## config.mk

```make
export PLATFORM = sky130hd
export DESIGN_NAME = idelay_load_seq_flat
export DESIGN_NICKNAME = d
export VERILOG_FILES = /design/src/rtl/idelay_load_seq_pkg.sv /design/src/rtl/idelay_load_seq_if.sv /design/src/rtl/idelay_load_seq_lane_shadow.sv /design/src/rtl/idelay_load_seq.sv /design/src/flat_wrapper.sv
export SDC_FILE = /design/constraint.sdc
export NUM_CORES = 1
export LEC_CHECK = 0
export BUFFER_PORTS_ARGS = -buffer_cell sky130_fd_sc_hd__buf_2
export CAP_MARGIN = 20
export CORE_MARGIN = 5
export CORE_UTILIZATION = 45
export DETAILED_ROUTE_END_ITERATION = 10
export PLACE_DENSITY_LB_ADDON = 0.25
export SKIP_LAST_GASP = 1
export SLEW_MARGIN = 0
export SYNTH_ARGS = -nofsm -noshare
export SYNTH_HDL_FRONTEND = slang
export SYNTH_SLANG_ARGS = --single-unit
```

## constraint.sdc

```tcl
create_clock -name clk -period 8.1 [get_ports clk]
set_input_delay 0 -clock clk [delete_from_list [all_inputs] [get_ports clk]]
set_output_delay 0 -clock clk [all_outputs]
set_load 0.01 [all_outputs]
```

## src/rtl/idelay_load_seq_pkg.sv

```systemverilog
// Shared constants and state encoding for the IDELAY load sequencer family.
package idelay_load_seq_pkg;

    localparam int unsigned TAP_W      = 5;
    localparam int unsigned SETTLE_MAX = 15;
    localparam int unsigned CNT_W      = 4;

    typedef enum logic [1:0] {
        ST_IDLE = 2'd0,
        ST_LOAD = 2'd1,
        ST_WAIT = 2'd2,
        ST_SET  = 2'd3
    } state_t;

endpackage

```

## src/rtl/idelay_load_seq_if.sv

```systemverilog
// Command handshake between a controller and the IDELAY load sequencer.
interface idelay_load_seq_if
    import idelay_load_seq_pkg::*;
#(
    parameter int unsigned LANE_W = 3
) ();

    logic              cmd_valid;
    logic              cmd_ready;
    logic              cmd_apply;
    logic [LANE_W-1:0] cmd_lane;
    logic [TAP_W-1:0]  cmd_delay;

    modport master (
        output cmd_valid,
        output cmd_apply,
        output cmd_lane,
        output cmd_delay,
        input  cmd_ready
    );

    modport slave (
        input  cmd_valid,
        input  cmd_apply,
        input  cmd_lane,
        input  cmd_delay,
        output cmd_ready
    );

endinterface

```

## src/rtl/idelay_load_seq_lane_shadow.sv

```systemverilog
// One lane's pipe/active tap register pair with its pending flag.
module idelay_lane_shadow
    import idelay_load_seq_pkg::*;
#(
    parameter int unsigned DELAY_VALUE = 0
) (
    input  logic             clk,
    input  logic             rst,
    input  logic             ld,
    input  logic [TAP_W-1:0] data,
    input  logic             apply,
    output logic [TAP_W-1:0] active,
    output logic             pending
);

    logic [TAP_W-1:0] pipe;

    // Load captures into the pipe copy; apply moves a pending pipe value to active.
    always_ff @(posedge clk or posedge rst) begin
        if (rst) begin
            pipe    <= TAP_W'(DELAY_VALUE);
            active  <= TAP_W'(DELAY_VALUE);
            pending <= 1'b0;
        end else if (ld) begin
            pipe    <= data;
            pending <= 1'b1;
        end else if (apply && pending) begin
            active  <= pipe;
            pending <= 1'b0;
        end
    end

endmodule

```

## src/rtl/idelay_load_seq.sv

```systemverilog
// Sequences per-lane IDELAY tap loads and a common settle-then-set apply.
module idelay_load_seq
    import idelay_load_seq_pkg::*;
#(
    parameter int unsigned NUM_LANES   = 8,
    parameter int unsigned LANE_W      = 3,
    parameter int unsigned SETTLE      = 2,
    parameter int unsigned DELAY_VALUE = 0
) (
    input  logic                 clk,
    input  logic                 rst,
    idelay_load_seq_if.slave     cmd,
    output logic [TAP_W-1:0]     dly_data,
    output logic [NUM_LANES-1:0] dly_ld,
    output logic                 dly_set,
    output logic                 done,
    output logic                 err,
    input  logic [LANE_W-1:0]    rd_lane,
    output logic [TAP_W-1:0]     rd_delay,
    output logic [NUM_LANES-1:0] pending
);

    state_t               state, state_n;
    logic [CNT_W-1:0]     cnt, cnt_n;
    logic [NUM_LANES-1:0] ld_n;
    logic                 set_n, done_n, err_n, ready_n;
    logic [TAP_W-1:0]     data_n;
    logic                 apply_c;
    logic                 accept_c;
    logic                 lane_ok_c;
    logic [TAP_W-1:0]     active [NUM_LANES];

    assign accept_c  = cmd.cmd_valid && cmd.cmd_ready;
    assign lane_ok_c = (32'(cmd.cmd_lane) < NUM_LANES);

    // State, settle counter and all registered strobes.
    always_ff @(posedge clk or posedge rst) begin
        if (rst) begin
            state         <= ST_IDLE;
            cnt           <= '0;
            dly_ld        <= '0;
            dly_set       <= 1'b0;
            done          <= 1'b0;
            err           <= 1'b0;
            dly_data      <= '0;
            cmd.cmd_ready <= 1'b1;
        end else begin
            state         <= state_n;
            cnt           <= cnt_n;
            dly_ld        <= ld_n;
            dly_set       <= set_n;
            done          <= done_n;
            err           <= err_n;
            dly_data      <= data_n;
            cmd.cmd_ready <= ready_n;
        end
    end

    // Next state plus next values of the registered strobes.
    always_comb begin
        state_n = state;
        cnt_n   = cnt;
        ld_n    = '0;
        set_n   = 1'b0;
        done_n  = 1'b0;
        err_n   = 1'b0;
        data_n  = dly_data;
        apply_c = 1'b0;
        unique case (state)
            ST_IDLE: begin
                if (accept_c) begin
                    if (cmd.cmd_apply) begin
                        if (pending == '0) begin
                            done_n = 1'b1;
                        end else if (SETTLE == 0) begin
                            state_n = ST_SET;
                            set_n   = 1'b1;
                            done_n  = 1'b1;
                        end else begin
                            state_n = ST_WAIT;
                            cnt_n   = CNT_W'(SETTLE - 1);
                        end
                    end else begin
                        state_n = ST_LOAD;
                        if (lane_ok_c) begin
                            ld_n   = NUM_LANES'(1) << cmd.cmd_lane;
                            data_n = cmd.cmd_delay;
                        end else begin
                            err_n = 1'b1;
                        end
                    end
                end
            end
            ST_LOAD: state_n = ST_IDLE;
            ST_WAIT: begin
                if (cnt == '0) begin
                    state_n = ST_SET;
                    set_n   = 1'b1;
                    done_n  = 1'b1;
                end else begin
                    cnt_n = cnt - CNT_W'(1);
                end
            end
            ST_SET: begin
                state_n = ST_IDLE;
                apply_c = 1'b1;
            end
            default: state_n = ST_IDLE;
        endcase
        ready_n = (state_n == ST_IDLE);
    end

    // Per-lane shadow registers; loads land on the same edge as the ld strobe.
    for (genvar i = 0; i < NUM_LANES; i++) begin : g_lane
        idelay_lane_shadow #(
            .DELAY_VALUE (DELAY_VALUE)
        ) u_shadow (
            .clk     (clk),
            .rst     (rst),
            .ld      (ld_n[i]),
            .data    (cmd.cmd_delay),
            .apply   (apply_c),
            .active  (active[i]),
            .pending (pending[i])
        );
    end

    // Registered readback of the applied tap value.
    always_ff @(posedge clk or posedge rst) begin
        if (rst) begin
            rd_delay <= TAP_W'(DELAY_VALUE);
        end else if (32'(rd_lane) < NUM_LANES) begin
            rd_delay <= active[rd_lane];
        end else begin
            rd_delay <= '0;
        end
    end

endmodule

```

## src/flat_wrapper.sv

```systemverilog
// flat-port wrapper written by rule: the top's interface ports become plain ports
module idelay_load_seq_flat import idelay_load_seq_pkg::*;
#(
    parameter int unsigned NUM_LANES   = 8,
    parameter int unsigned LANE_W      = 3,
    parameter int unsigned SETTLE      = 2,
    parameter int unsigned DELAY_VALUE = 0
)
  (clk, rst, dly_data, dly_ld, dly_set, done, err, rd_lane, rd_delay, pending, cmd_cmd_valid, cmd_cmd_apply, cmd_cmd_lane, cmd_cmd_delay, cmd_cmd_ready);
  idelay_load_seq_if #(.LANE_W(LANE_W)) cmd_i ();
  input  logic clk;
  input  logic rst;
  output logic [TAP_W-1:0] dly_data;
  output logic [NUM_LANES-1:0] dly_ld;
  output logic dly_set;
  output logic done;
  output logic err;
  input  logic [LANE_W-1:0] rd_lane;
  output logic [TAP_W-1:0] rd_delay;
  output logic [NUM_LANES-1:0] pending;
  input wire logic [$bits(cmd_i.cmd_valid)-1:0] cmd_cmd_valid;
  input wire logic [$bits(cmd_i.cmd_apply)-1:0] cmd_cmd_apply;
  input wire logic [$bits(cmd_i.cmd_lane)-1:0] cmd_cmd_lane;
  input wire logic [$bits(cmd_i.cmd_delay)-1:0] cmd_cmd_delay;
  output wire logic [$bits(cmd_i.cmd_ready)-1:0] cmd_cmd_ready;
  assign cmd_i.cmd_valid = cmd_cmd_valid;
  assign cmd_i.cmd_apply = cmd_cmd_apply;
  assign cmd_i.cmd_lane = cmd_cmd_lane;
  assign cmd_i.cmd_delay = cmd_cmd_delay;
  assign cmd_cmd_ready = cmd_i.cmd_ready;
  idelay_load_seq #(.NUM_LANES(NUM_LANES), .LANE_W(LANE_W), .SETTLE(SETTLE), .DELAY_VALUE(DELAY_VALUE)) u_core (.clk(clk), .rst(rst), .cmd(cmd_i), .dly_data(dly_data), .dly_ld(dly_ld), .dly_set(dly_set), .done(done), .err(err), .rd_lane(rd_lane), .rd_delay(rd_delay), .pending(pending));
endmodule
```

---- Word-level counts from Yosys, hierarchy flattened ----
Index checks and enable logic that the tools add are counted.
storage, ports and cells
  output and inout bits ................... 30
  register bits ........................... 115
  input port bits ......................... 15
  word-level logic and storage cells ...... 124
cells by class
  order comparisons ....................... 1
  muxes and demuxes ....................... 39
  equal/unequal tests ..................... 7
  bitwise operators ....................... 10
  add/subtract/negate cells ............... 1
  shift operators ......................... 1
  reductions and logical operators ........ 33
operators with widths
  kind                                                                    count
  8-bit two-way mux                                                       3
  1-bit two-way mux                                                       22
  2-bit nonzero test                                                      9
  4-bit two-way mux                                                       4
  2-bit AND reduction                                                     8
  5-bit binary-select mux with 3-bit select                               1
  5-bit two-way mux                                                       2
  1-bit logical AND                                                       9
  1-bit NOT                                                               9
  8-bit zero test                                                         1
  2-bit two-way mux                                                       4
  4-bit one-hot mux with 2 select lines                                   1
  1-bit by 3-bit left shift with 8-bit output (first input constant)      1
  2-bit != test (second input constant)                                   3
  2-bit one-hot mux with 3 select lines                                   1
  5-bit AND reduction                                                     1
  2-bit equality test (second input constant)                             2
  4-bit >= comparator (second input constant)                             1
  2-bit zero test                                                         2
  4-bit zero test                                                         1
  3-bit NOT with 4-bit output                                             1
  4-bit by 1-bit subtractor with 4-bit output (second input constant)     1
  3-bit AND reduction                                                     1
  2-bit by 1-bit equality test with 1-bit output (second input constant)  1
  other kinds (3)                                                         3

---- Depth between registers and ports, before layout ----
Gate-level depths: netlist of the first run.
  word-level depth ........................ 6
  depth in mapped cells ................... 5
  mapped depth without buffers ............ 5

---- Cells and area by module ----
A second synthesis of the first run with hierarchy kept.
second synthesis, totals
  cell total of the unflattened synthesis .. 311
  area total of the unflattened synthesis .. 5062.4 µm²
modules (own cells, without submodules)
  module              instances  area an instance (µm²)  cells an instance  sequential area each (µm²)
  idelay_lane_shadow  8          454.2                   26                 275.3
  idelay_load_seq     1          1428.9                  103                676.9

---- Worst setup path after synthesis of the first run ----
Ideal clock, no wire load.
  path kind ............................... flip-flop to flip-flop
  from .................................... register u_core.state[0]
  to ...................................... register u_core.g_lane[2].u_shadow.pipe[0]
  setup slack ............................. 6.346 ns
  clock period less this slack ............ 1.754 ns
  path buffers ............................ 2
  library setup time ...................... 0.125 ns
  data required time ...................... 7.975 ns
  data arrival time ....................... 1.630 ns
  cell stages (with the launch flop) ...... 6
  cell sequence ........................... dfrtp_1 buf_6 nand4bb_4 buf_6 nor4b_4 mux2_2
on the way
  cells in the longest elaborated chain, start to end .. 2
ends and longest elaborated chain
  what                              RTL line                           source
  start: declaration                idelay_load_seq.sv:23              state_t state, state_n;
  start signal: assignment          idelay_load_seq.sv:48              state <= state_n;
  2-bit zero test                   idelay_load_seq.sv:69              unique case (state)
  8-bit two-way mux                 idelay_load_seq.sv:69
  via u_core.g_lane[2].u_shadow.ld  idelay_load_seq_lane_shadow.sv:9   input logic ld,
  end signal: assignment            idelay_load_seq_lane_shadow.sv:21  pipe <= TAP_W'(DELAY_VALUE);
  end signal: assignment            idelay_load_seq_lane_shadow.sv:25  pipe <= data;
  end: declaration                  idelay_load_seq_lane_shadow.sv:16  logic [TAP_W-1:0] pipe;
The timed path passes the listed nets, and every way through them passes these cells.
A chain may end at the register's enable or synchronous reset.

---- Worst setup path after layout of the first run ----
  from .................................... register u_core.state[0]
  to ...................................... register u_core.dly_ld[5]
on the way
  cells in the longest elaborated chain, start to end .. 2
ends and longest elaborated chain
  what                              RTL line                          source
  2-bit zero test                   idelay_load_seq.sv:69
  8-bit two-way mux                 idelay_load_seq.sv:69
  via u_core.g_lane[5].u_shadow.ld  idelay_load_seq_lane_shadow.sv:9
  end signal: assignment            idelay_load_seq.sv:50             dly_ld <= ld_n;
  end: declaration                  idelay_load_seq.sv:14             output logic [NUM_LANES-1:0] dly_ld,
The timed path passes the listed nets, and every way through them passes these cells.

==> impl_results.md, run 1 <==
* Outcome: finished, final reports clean
* Share of async-settable or async-resettable flops after synthesis at 100%
* TritonCTS clock tree: yes
* Synth cell count leaders: 114 x dfrtp_1, 89 x mux2_2, 15 x nand2_1
* Util after Layout at 55.4%
* Number of top-level design ports at 45
* Remaining Overflow, GRT at 0
* Peak fanout along the critical path at 11
* Ratio of routed vias to standard cells at 5.35
* Min Clock Period, post-route at 2.29 ns
* DRC marker count from the first detailed-route iteration at 147
* Mapped cell area at 4850 um^2
* FP Rows at 38
* Type of destination of the critical path: register
* Reg clk slew, reported paths at 0.06 ns
* Max-slew violation count at 0
* CP Data Required Time at 8.55 ns
* Pin count of the biggest net entering global routing at 73
* Total of flip-flops plus latches after synthesis at 115
* Num Clock Sinks at 115
* Count of unique library cells instantiated by Yosys at 39
* Routed wire per std cell at 19.5 um
* Worst path arrival time at 2.74 ns
* Number of global-route vias before repair at 3005
* Worst r2r src: u_core.state[0]
* Yosys warns at 0
* Initial Util at 45.3%
* Area share of the largest cell type after synthesis at 58.8%
* Worst setup path endpoint: u_core.dly_ld[5]
* Number of antenna violations at the first check in global routing at 0
* H-tree depth at 4
* Actual slew at the worst max-slew pin at 0.896 ns
* Hold-fix buffers, CTS at 14
* TritonCTS Buffers at 17
* Sequential element share of the synthesized area at 59.4%
* Max clock buf depth at 2
* Die span in y at 114 um
* Number of fill cells at 876
* Clock latency at the later pin of the worst-skew pair at 0.52 ns
* Average instance area after synthesis at 15.6 um^2
* Clock root buffer master: clkbuf_8
* Worst setup skew after layout at 0.00924 ns
* Vias after detailed routing at 2803
* Worst Hold Margin at 0.0853 ns
* Worst slew margin at 40.3%
* Number of instances resized during post-cts repair at 0
* Category of the critical setup timing path: register to register
* First drt pass iteration count at 4
* Main synth FF type: dfrtp_1
* Cell with the most instances after synthesis: dfrtp_1
* GPL Wtd Cong at 0.787
* Period Utilization, post-route at 28.3%
* Share of post-route cells with drive strength above 1 at 47.7%
* Antenna Nets Post-Route at 0
* Maximum clock frequency at 0.437 GHz
* Worst setup slack for register-to-register paths at 5.81 ns
* Worst hold path class: input pin to asynchronous set/reset pin
* Number of hold violations in the final report at 0
* Max Cap Viol at 0
* Setup bufs post-CTS at 0
* Pwr Density at 372 nW/um^2
* Beginning of the critical path: u_core.state[0]
* Antenna diodes at 0
* Floorplan die area at 13000 um^2
* Die X-Extent at 114 um
* Area of the core region at 10700 um^2
* Startpoint type of the worst setup path: register
* Depth of the worst register-to-register path at 3
* R2r endpoint: u_core.dly_ld[5]
* Setup TNS Final at 0 ns
* Number of enable-type register cells in the synthesized netlist at 0
* Remaining routing DRC violations at 0
* # nets final at 388
* Half-perimeter wire length of the detailed placement result at 6.69 mm
* Largest cells by area after synthesis: dfrtp_1 59%, mux2_2 21%, mux4_2 4.6%
* Count of input and output buffers at 43
* Aggregate global-route resource usage at 17.1%
* Unrepaired setup endpoints after global routing: false
* Layout overhead on the synthesized area at 22.3%
* Setup violation total in the final timing report at 0
* Cell accounting for the most synthesized area: dfrtp_1
* Global-route wire length before repair at 16.5 mm
* Aggregate routed wire length at 10.2 mm
* Maximum VDD drop at 0.207 mV
* Post-Syn Nets at 328
* Leakage component of the power at 2.93 nW
* Cell count after synthesis at 311
power breakdown:
group,switching [mW],internal [mW]
clock,0.252,0.578
sequential,0.132,0.792
combinational,0.196,0.257
through the flow:
step                setup slack, ns  cells  power, mW  area (um^2)
finish                         5.81    524       2.21         5930
global route                   5.76    524       2.32         5930
CTS                            5.82    524       2.23         5930
detailed placement             5.98    478       1.38         5130
global placement               6.01    478       1.36         5130
floorplan                      5.06    311       1.26         4850
placed cells by master (no fill, tap or decap), types with 3 or more instances in the layout:
cell type / Yosys / routed
nor4_1: 3 / 3
o21ai_0: 6 / 6
buf_2: 4 / 43
mux2_2: 89 / 89
nor2_1: 3 / 3
mux4_2: 10 / 10
dlygate4sd3_1: 0 / 14
clkbuf_1: 2 / 4
or4_1: 3 / 3
clkbuf_16: 0 / 16
nand2_1: 15 / 15
nor4_4: 6 / 6
clkbuf_8: 0 / 3
inv_1: 6 / 5
nand2b_1: 3 / 3
bufinv_16: 0 / 6
a21o_1: 8 / 8
dfrtp_1: 114 / 114
worst min-delay path by stage:
| stage | depth (start not counted) | from | to |
|---|---|---|---|
| after floorplan | 1 | cmd_cmd_apply | u_core.dly_ld[2] |
| after global placement | 2 | rst | u_core.g_lane[4].u_shadow.pending |
| after detailed placement | 2 | rst | u_core.dly_ld[6] |
| after CTS | 3 | rst | u_core.dly_ld[6] |
| after global routing | 3 | rst | u_core.dly_ld[6] |
| final | 3 | rst | u_core.g_lane[4].u_shadow.pending |
state kept, by name, indices dropped and copies added (netlist names):
name,count
u_core.cnt,4
u_core.done,1
u_core.dly_set,1
u_core.g_lane.u_shadow.pipe,40
u_core.g_lane.u_shadow.active,40
u_core.cmd.cmd_ready,1
u_core.dly_ld,8
u_core.rd_delay,5
u_core.g_lane.u_shadow.pending,8
u_core.state,2
u_core.dly_data,5
cell families (layout without fill, tap and decap cells):
logic type	Yosys count	count (layout)	share of synthesized area [%]
simple gates	48	48	8.49
flops	115	115	59.4
other cells	1	1	0.0773
buf+inv	23	96	2.89
mux	100	100	25.5
compound gates	22	22	3.12
fa+ha+maj	2	2	0.516
critical path, stage by stage, from the launching register on:
cell           delay [ns]
dfrtp_1              0.46
nand4bb_4            0.48
nor4_4               0.64
dlygate4sd3_1        0.65
final cells by class:
class / instances / area (um^2) / share of cell area (%)
inverters: 6 / 25.0 / 0.422
clock inverters: 9 / 200 / 3.38
well taps: 140 / 175 / 2.95
clock buffers: 23 / 457 / 7.70
multi-input cells: 173 / 1830 / 30.9
flip-flops and latches: 115 / 2880 / 48.6
repair buffers: 58 / 363 / 6.12
routing by layer:
layer  routed length [um]  vias up  track usage (%)
met5                    0        -                0
met4                  202        0             6.97
met3                  483       19             4.83
met2                 4850       67             26.3
met1                 4680     1464             23.0
li1                     -     1253                -
Note: power is estimated with default switching activity, not from simulation.
==> run 2, diff against run 1 <==
- clock period: 8.1 -> 2.35 ns (I/O delays scaled with it)
==> impl_results.md, run 2 (synthesized netlist as in run 1, its figures left out) <==
* Outcome: finished, final reports clean
* Max clock buf depth at 2 (unchanged)
* Clock latency at the later pin of the worst-skew pair at 0.50 ns (-0.02 ns)
* Worst path slowest cell: nor4_4
* Placed cell areas at 5190 um^2 (+1.1%)
* Area of the core region at 10700 um^2 (unchanged)
* Count of input and output buffers at 43 (unchanged)
* Final standard cell count with taps included and fillers excluded at 528 (+0.76%)
* TritonCTS clock tree: yes
* Number of top-level design ports at 45 (unchanged)
* Largest registers ranked by flip-flop count: u_core.g_lane.u_shadow.active x40, u_core.g_lane.u_shadow.pipe x40
* Number of fill cells at 893 (+1.9%)
* Post-route cell area at 5940 um^2 (+0.15%)
* Hold-fix buffers, CTS at 12 (-2)
* Actual slew at the worst max-slew pin at 0.638 ns (-0.258 ns)
* GPL Wtd Cong at 0.796 (+1.1%)
* Worst path arrival time at 2.44 ns (-0.30 ns)
* TritonCTS Buffers at 17 (unchanged)
* Die X-Extent at 114 um (unchanged)
* Type of destination of the critical path: register
* Antenna Nets Post-Route at 0 (unchanged)
* Antenna diodes at 0 (unchanged)
* FP Rows at 38 (unchanged)
* Number of instances resized during post-cts repair at 0 (unchanged)
* Share of post-route cells with drive strength above 1 at 49.2% (+1.6 points)
* # nets final at 392 (+1.0%)
* Layout overhead on the synthesized area at 22.4%
* Maximum clock frequency at 0.484 GHz (+11%)
* Initial Util at 45.3% (unchanged)
* Pin count of the biggest net entering global routing at 58 (-21%)
* Half-perimeter wire length of the detailed placement result at 6.81 mm (+1.8%)
* Unrepaired setup endpoints after global routing: false
* Aggregate global-route resource usage at 17.0% (-0.097 points)
* Period Utilization, post-route at 87.9% (+60 points)
* Cells along the critical path: nand4bb_4 > nor4_4 > mux2_2
* Delay of the slowest cell on the worst path at 0.60 ns (-0.05 ns)
* Max Cap Viol at 0 (unchanged)
* Startpoint type of the worst setup path: register
* Worst hold path class: input pin to register
* DRC marker count from the first detailed-route iteration at 166 (+13%)
* Aggregate routed wire length at 10.1 mm (-1.3%)
* Vias after detailed routing at 2783 (-0.71%)
* First drt pass iteration count at 4 (unchanged)
* Clock root buffer master: clkbuf_8
* Setup bufs post-CTS at 0 (unchanged)
* Number of antenna violations at the first check in global routing at 0 (unchanged)
* Ratio of routed vias to standard cells at 5.27 (-1.5%)
* Power Total at 7.44 mW (+240%)
* Leakage component of the power at 2.94 nW (+0.41%)
* Num Clock Sinks at 115 (unchanged)
* Floorplan die area at 13000 um^2 (unchanged)
* Placed Cells incl. Taps at 484 (+1.3%)
* Min Clock Period, post-route at 2.06 ns (-0.225 ns)
* Maximum VDD drop at 0.749 mV (+260%)
* Setup TNS Final at 0 ns (unchanged)
* Remaining Overflow, GRT at 0 (unchanged)
* Commonest cells after routing, fill and taps aside: 114 x dfrtp_1, 89 x mux2_2, 43 x buf_2
* Most common cell after layout, fill and taps aside: dfrtp_1
* Worst setup skew after layout at 0.0104 ns (+0.00116 ns)
* Setup WS pre-CTS at 0.274 ns (-5.70 ns)
* Global-route wire length before repair at 16.5 mm (unchanged)
* Die span in y at 114 um (unchanged)
* Category of the critical setup timing path: register to register
* Final WS setup at 0.285 ns (-5.53 ns)
* Peak fanout along the critical path at 11 (unchanged)
* Number of global-route vias before repair at 3045 (+1.3%)
* Max-slew violation count at 0 (unchanged)
* Remaining routing DRC violations at 0 (unchanged)
* Setup violation total in the final timing report at 0 (unchanged)
* Reg clk slew, reported paths at 0.05 ns (about the same)
* CP Data Required Time at 2.73 ns (-5.82 ns)
* Routed wire per std cell at 19.1 um (-2.1%)
* Pwr Density at 1250 nW/um^2 (+240%)
* H-tree depth at 4 (unchanged)
* Number of hold violations in the final report at 0 (unchanged)
* Worst slew margin at 57.4% (+17 points)
## run 2: changes by cell type in the layout (fill, tap and decap cells not counted), sizes merged
cell | previous run | this run
inv | 6 | 5
clkinvlp | 2 | 3
clkinv | 1 | 3
bufinv | 6 | 4
buf | 44 | 50
dlygate4sd3 | 14 | 12
## run 2: report_power, final
part / switching (mW) / internal, mW
Clock: 0.856 / 1.83
Combinational: 0.676 / 0.892
Sequential: 0.458 / 2.73
## run 2: worst max-delay path: cells and delay by family (launching register included)
| kind | cells | cell delay (ns) |
|---|---|---|
| DFF | 1 | 0.46 |
| muxes | 1 | 0.40 |
| and+or+nand+nor | 2 | 1.09 |
## run 2: path summary, 6_finish.rpt
path,to,startpoint,cells after the start,slack [ns]
worst max register to register,u_core.g_lane[4].u_shadow.pipe[3],u_core.state[0],3,0.29
worst max-delay path,u_core.g_lane[4].u_shadow.pipe[3],u_core.state[0],3,0.29
worst min register to register,u_core.g_lane[4].u_shadow.pipe[0],u_core.g_lane[4].u_shadow.pipe[0],1,0.49
min in group asynchronous,u_core.dly_ld[4],rst,3,0.14
max in group asynchronous,u_core.g_lane[4].u_shadow.active[2],rst,4,1.48
worst min-delay path,u_core.cmd.cmd_ready,cmd_cmd_apply,3,0.06
## run 2: final cells by class
class	instances	area, um^2	area share (%)
well taps	140	175	2.95
multi-input cells	173	1830	30.8
clock buffers	23	477	8.03
inverters	6	26.3	0.442
flip-flops and latches	115	2880	48.5
clock inverters	9	150	2.53
repair buffers	62	400	6.74
## run 2: through the flow
step | hold slack, ns | util [%]
floorplan | 0.0948 | -
global placement | 0.108 | 48.5
detailed placement | 0.111 | 48.5
CTS | 0.0347 | 55.5
global route | 0.0334 | 55.5
finish | 0.0570 | 55.5
## run 2: layer usage
metal	part of all wire, %	vias to the layer above	global-route usage, %	wire [um]
met1	47	1450	23.3	4720
met3	4.4	8	5.25	440
met4	1.1	0	6.02	111
met2	48	63	25.9	4810
li1	-	1262	-	-
met5	0	-	0	0
